`config.mk`:
```
export PLATFORM = sky130hd
export DESIGN_NAME = pc_gen
export DESIGN_NICKNAME = d
export VERILOG_FILES = /design/src/rtl/pc_gen.sv
export SDC_FILE = /design/constraint.sdc
export NUM_CORES = 1
export LEC_CHECK = 0
export CAP_MARGIN = 0
export CORE_MARGIN = 8
export CORE_UTILIZATION = 58
export CTS_BUF_LIST = sky130_fd_sc_hd__clkbuf_2 sky130_fd_sc_hd__clkbuf_4 sky130_fd_sc_hd__clkbuf_8
export DETAILED_ROUTE_END_ITERATION = 6
export GPL_TIMING_DRIVEN = 0
export PLACE_DENSITY_LB_ADDON = 0.2
export SETUP_SLACK_MARGIN = 0.3
export SLEW_MARGIN = 25
export SYNTH_ARGS = -nofsm -noshare
export SYNTH_HDL_FRONTEND = slang
export SYNTH_SLANG_ARGS = --single-unit
```
`constraint.sdc`:
```
create_clock -name clk_i -period 6.4 [get_ports clk_i]
set_input_delay 1.28 -clock clk_i [delete_from_list [all_inputs] [get_ports clk_i]]
set_output_delay 1.28 -clock clk_i [all_outputs]
set_load 0.02 [all_outputs]
```
`src/rtl/pc_gen.sv`:
```
// Fetch-stage program counter: reset vector, sequential advance, stall, prioritised
// trap/redirect, and call/return prediction backed by a small circular return-address stack.
module pc_gen #(
  parameter int                ADDR_W     = 32,
  parameter logic [ADDR_W-1:0] RESET_VEC  = 32'h80000000,
  parameter int                INST_BYTES = 4,
  parameter int                RAS_DEPTH  = 4
) (
  input  logic                         clk_i,
  input  logic                         rst_ni,
  input  logic                         en_i,
  input  logic                         trap_valid_i,
  input  logic [ADDR_W-1:0]            trap_vec_i,
  input  logic                         redirect_valid_i,
  input  logic [ADDR_W-1:0]            redirect_pc_i,
  input  logic                         is_call_i,
  input  logic [ADDR_W-1:0]            call_target_i,
  input  logic                         is_ret_i,
  output logic [ADDR_W-1:0]            pc_o,
  output logic [ADDR_W-1:0]            pc_plus_o,
  output logic [$clog2(RAS_DEPTH):0]   ras_count_o,
  output logic                         ras_empty_o
);

  localparam int PTR_W = $clog2(RAS_DEPTH);
  localparam int CNT_W = PTR_W + 1;
  localparam logic [ADDR_W-1:0] ALIGN_MASK = ~ADDR_W'(INST_BYTES - 1);
  localparam logic [CNT_W-1:0]  CNT_FULL   = CNT_W'(RAS_DEPTH);

  function automatic logic [ADDR_W-1:0] align(input logic [ADDR_W-1:0] a);
    return a & ALIGN_MASK;
  endfunction

  logic [ADDR_W-1:0] pc_q, pc_d;
  logic [PTR_W-1:0]  top_q, top_d;
  logic [CNT_W-1:0]  cnt_q, cnt_d;
  logic [ADDR_W-1:0] ras_q [RAS_DEPTH];
  logic [ADDR_W-1:0] pc_plus;
  logic [PTR_W-1:0]  top_inc;
  logic              push;

  assign pc_plus     = pc_q + ADDR_W'(INST_BYTES);
  assign top_inc     = top_q + PTR_W'(1);
  assign pc_o        = pc_q;
  assign pc_plus_o   = pc_plus;
  assign ras_count_o = cnt_q;
  assign ras_empty_o = (cnt_q == '0);

  // Next-PC selection; trap and redirect bypass the stall and leave the RAS untouched.
  always_comb begin
    pc_d  = pc_q;
    top_d = top_q;
    cnt_d = cnt_q;
    push  = 1'b0;
    if (trap_valid_i) begin
      pc_d = align(trap_vec_i);
    end else if (redirect_valid_i) begin
      pc_d = align(redirect_pc_i);
    end else if (en_i) begin
      if (is_call_i) begin
        pc_d  = align(call_target_i);
        push  = 1'b1;
        top_d = top_inc;
        cnt_d = (cnt_q == CNT_FULL) ? cnt_q : cnt_q + CNT_W'(1);
      end else if (is_ret_i && (cnt_q != '0)) begin
        pc_d  = align(ras_q[top_q]);
        top_d = top_q - PTR_W'(1);
        cnt_d = cnt_q - CNT_W'(1);
      end else begin
        pc_d = pc_plus;
      end
    end
  end

  always_ff @(posedge clk_i or negedge rst_ni) begin
    if (!rst_ni) begin
      pc_q  <= RESET_VEC;
      top_q <= '0;
      cnt_q <= '0;
      for (int i = 0; i < RAS_DEPTH; i++) ras_q[i] <= '0;
    end else begin
      pc_q  <= pc_d;
      top_q <= top_d;
      cnt_q <= cnt_d;
      // A push into a full stack lands on the oldest slot, overwriting it.
      if (push) ras_q[top_inc] <= pc_plus;
    end
  end

endmodule

```
* After elaboration in Yosys (flattened, before gate mapping) *
Index checks and enable logic that the tools add are counted.

storage, ports and cells
  bits in registers = 165
  output and inout port bits = 68
  word-level logic and storage cells = 49

cells by class
  $add $sub $neg = 5
  magnitude comparators = 3
  eq/ne operators = 2
  muxes and demuxes = 20
  bitwise operators = 4
  reduce and logical (&&, ||, !) cells = 8

operator list
  cell                                                         number
  two-way mux 32 bit                                           8
  bitwise mux 128 bit                                          1
  binary-select mux 32 bit (select 2 bit)                      1
  demux 32 bit (select 2 bit)                                  1
  adder 32 x 3 -> 32 bit (second input constant)               1
  two-way mux 3 bit                                            3
  >= comparator 3 bit (second input constant)                  2
  inverter 2 -> 3 bit                                          2
  nonzero test 3 bit                                           2
  AND reduction 5 bit                                          1
  two-way mux 1 bit                                            4
  two-way mux 2 bit                                            2
  AND reduction 4 bit                                          1
  adder 3 x 1 -> 3 bit (second input constant)                 1
  equality test 3 bit (second input constant)                  1
  logical NOT 3 bit                                            1
  less-than comparator 3 x 1 -> 1 bit (second input constant)  1
  subtractor 3 x 1 -> 3 bit (second input constant)            1
  adder 2 x 1 -> 2 bit (second input constant)                 1
  logical AND 1 bit                                            2
  inequality test 2 bit (second input constant)                1
  inverter 1 bit                                               2
  nonzero test 2 bit                                           1
  subtractor 2 x 1 -> 2 bit (second input constant)            1

* Depth between registers and ports, before layout *
  depth after elaboration = 9
  depth in mapped cells = 9
  gate-level depth less buffers = 7

* Worst setup path before layout *
OpenSTA, ideal clock, no wires.

  kind = register to output
  start point = register pc_q[3], in the netlist pc_o[3]
  end point = output port pc_plus_o[20]
  arrival = 1.912 ns
  required time = 5.120 ns
  path slack = 3.208 ns
  cell stages (with the launch flop) = 7
  buffers on the path = 0
  cells stage by stage = dfrtp_1 -> ha_1 -> and2_1 -> nand3_2 -> o31a_1 -> nor2_1 -> inv_1

between the ends
  word-level cells in the longest chain between the ends = 1

RTL lines
  what                      line  text
  start: declaration        34    logic [ADDR_W-1:0] pc_q, pc_d;
  start signal: assignment  82    pc_q <= pc_d;
  adder 32 x 3 -> 32 bit    42    assign pc_plus = pc_q + ADDR_W'(INST_BYTES);
  end: declaration          20    output logic [ADDR_W-1:0] pc_plus_o,

No other way between the ends.

* Worst setup path in the final report *
  start point = register pc_q[3], in the netlist pc_o[3]
  end point = output port pc_plus_o[30]

Same word-level chain as after synthesis.

==> run metrics <==
nets=1200; GRT overflow=0; area delta synth->final=25.7%; final setup skew=15.0 ps; total CTS buffers=17; FF+latch count, synth=155; clock root cell=clkbuf_8; Hold WC Path Type=reg2reg; prevailing post-synth register cell=dfrtp_1; setup TNS=0 ps; H-tree level count=4; largest net degree at the start of global routing=97; DRC violations left=0; Synth Area in Compound Gates=19.5%; R2R Setup Slk=3560 ps; LEAKAGE=4.60 nW; final worst path period share=71.7%; Slew headroom=38.2%; largest fanout on the critical path=9; Worst Tran Pin Value=924 ps; number of global-route vias before repair=8216; min cycle time layout=4590 ps; fraction of registers with async set or reset after synthesis=100%; syn avg cell area=9.44 sq um; CP Launch Type=flip-flop; hold_buf cts=0; layout cells sized above 1=10.4%; RSZ-0062 raised after global routing=no; Antenna Nets Post-Route=0; Synth cell types=69; vias per cell=6.58; worst-skew pair later-pin latency=460 ps; chip height=138 um; max-slew violations=0; initial DRC count=1214; Syn Inst Count=910; DR WL/cell=24.9 um; Final setup viols=0; antenna cells=0; Netlist Area Pre-Place=8590 sq um; final number of hold-violating endpoints=0; I/O Buffers=158; Die Wd=138 um; largest family of logic cells by synthesized area=compound AO/OA/AOI/OAI gates; gp weighted congestion=0.995; total chip power=0.00376 W; mux cell area share after synthesis=8.62%; clk sink count=155; core box area=14500 sq um; Total Wirelength=32100 um; XOR/XNOR Fraction of Synth Area=2.55%; Register Area=3880 sq um; I/O pin count=171; DP HPWL=23700 um; worst vdd ir=0.240 mV; DIE AREA=19000 sq um; # resized after CTS=0; Fillers=1073; post-synthesis adder-cell area fraction=0.961%; initial antenna violation count=0; MaxCap Viol Count=0; Via Count=8472; pwr/cell area=348 nW/um^2; Ys Warns=0; fmax=0.218 GHz; Setup Fix Bufs, Post-CTS=0; EDFF count, synth=0; TritonCTS clock tree=built; WP data arrival=3310 ps; crit path capture type=output port; Crit path required time=5120 ps; status=finished, final reports clean; GRT Resource Usage Total=34.0%; simple-gate share of the synthesized area=17.4%; Clk pin slew, worst setup/hold paths=80 ps; detailed-router iteration count before antenna repair=6; multi-input logic area=4230 sq um; Seq/Total Area, Yosys=45.2%; starting density of the core=59.3%; clock buffer depth=2; Setup CP Type=reg2out; first-pass GRT wire length=47900 um; row cnt=44
## sequential cells by signal (all words and copies together) (netlist names)
register	cells
ras_count_o	3
ras_q	120
top_q	2
pc_o	30
## placed cells by master, fill, tap and decap left out, types with 10 or more instances in the layout
cell and count:
xor2_1 10, o221ai_1 13, o21ai_1 35, a21oi_1 39, inv_1 41, clkbuf_1 44, nand2_1 168, clkdlybuf4s50_1 157
mux4_2 30, buf_2 15, xnor2_1 15, a211oi_1 14, dfrtp_1 154, nand4_1 10, nor2_1 36, nand3_1 18
clkbuf_8 20, o21ai_0 113
## final timing paths
| check | depth (start not counted) | endpoint | from |
|---|---|---|---|
| worst min-delay path | 2 | ras_q[23]$_DFFE_PN0P_ | ras_q[23]$_DFFE_PN0P_ |
| worst max register to register | 8 | ras_q[93]$_DFFE_PN0P_ | top_q[1]$_DFFE_PN0P_ |
| worst max-delay path | 7 | pc_plus_o[30] | pc_o[3]$_DFFE_PN0P_ |
| max in group asynchronous | 2 | ras_q[89]$_DFFE_PN0P_ | rst_ni |
| worst min register to register | 2 | ras_q[23]$_DFFE_PN0P_ | ras_q[23]$_DFFE_PN0P_ |
| min in group asynchronous | 1 | ras_q[99]$_DFFE_PN0P_ | rst_ni |
## Yosys cell counts, types with 9 or more instances
cell type | instances | area share, %
mux4_2 | 30 | 7.9
nor3_1 | 9 | 0.52
xor2_1 | 10 | 1.0
buf_2 | 15 | 0.87
o221ai_1 | 13 | 1.3
clkbuf_1 | 44 | 1.9
a21oi_1 | 39 | 2.3
o21ai_1 | 35 | 2.0
nand4_1 | 10 | 0.73
inv_1 | 41 | 1.8
nor3b_1 | 9 | 0.79
nand2_1 | 168 | 7.3
nand3_1 | 18 | 1.0
a211oi_1 | 14 | 1.2
xnor2_1 | 15 | 1.5
o21ai_0 | 113 | 6.6
dfrtp_1 | 154 | 45
nor2_1 | 36 | 1.6
## critical path, stage by stage, from the launching register on
cell and delay [ps]:
dfrtp_1 510, ha_1 390, and2_1 260, nand3_2 310
nor4_4 330, xnor2_1 370, inv_1 110, clkdlybuf4s50_1 570
## final cells by class
type	count	area share, %
clock buffers	22	2.69
clock inverters	9	0.602
repair buffers	159	14.9
multi-input cells	644	39.2
plain buffers	73	3.13
well taps	184	2.13
inverters	41	1.42
flip-flops and latches	155	35.9
## cell families (layout without fill, tap and decap cells)
| kind of cell | after synthesis | in the layout |
|---|---|---|
| AND/OR/NAND/NOR | 297 | 297 |
| XOR/XNOR | 25 | 25 |
| flip-flops | 155 | 155 |
| other | 1 | 4 |
| adder cells (fa/ha/maj) | 6 | 6 |
| multiplexers | 36 | 36 |
| buffers and inverters | 114 | 304 |
| AO/OA/AOI/OAI | 276 | 276 |
## power breakdown
part	internal (W)	switching, W
Combinational	0.000671	0.000823
Sequential	0.00133	0.000249
Clock	0.000306	0.000379
Total	0.00231	0.00145
## metal layers
layer  vias to the layer above  wire length [um]  track usage (%)  share of wire (%)
met2                       648             14200             50.9                 44
met3                        89              4420             10.5                 14
li1                       3616                 -                -                  -
met1                      4119             12400             45.5                 39
met4                         0               994             13.2                3.1
met5                         -                 0                0                  0
## metrics by stage
stage | worst slack [ps] | instances | util, % | hold slack (ps) | instance area [sq um]
floorplan | 3210 | 913 | - | 445 | 8600
finish | 1810 | 1287 | 74.6 | 482 | 10800
CTS | 1890 | 1287 | 74.6 | 483 | 10800
global route | 1680 | 1287 | 74.6 | 511 | 10800
detailed placement | 2390 | 1256 | 72.2 | 465 | 10400
global placement | -2260 | 1255 | 71.9 | 456 | 10400
Note: power is estimated with default switching activity, not from simulation.
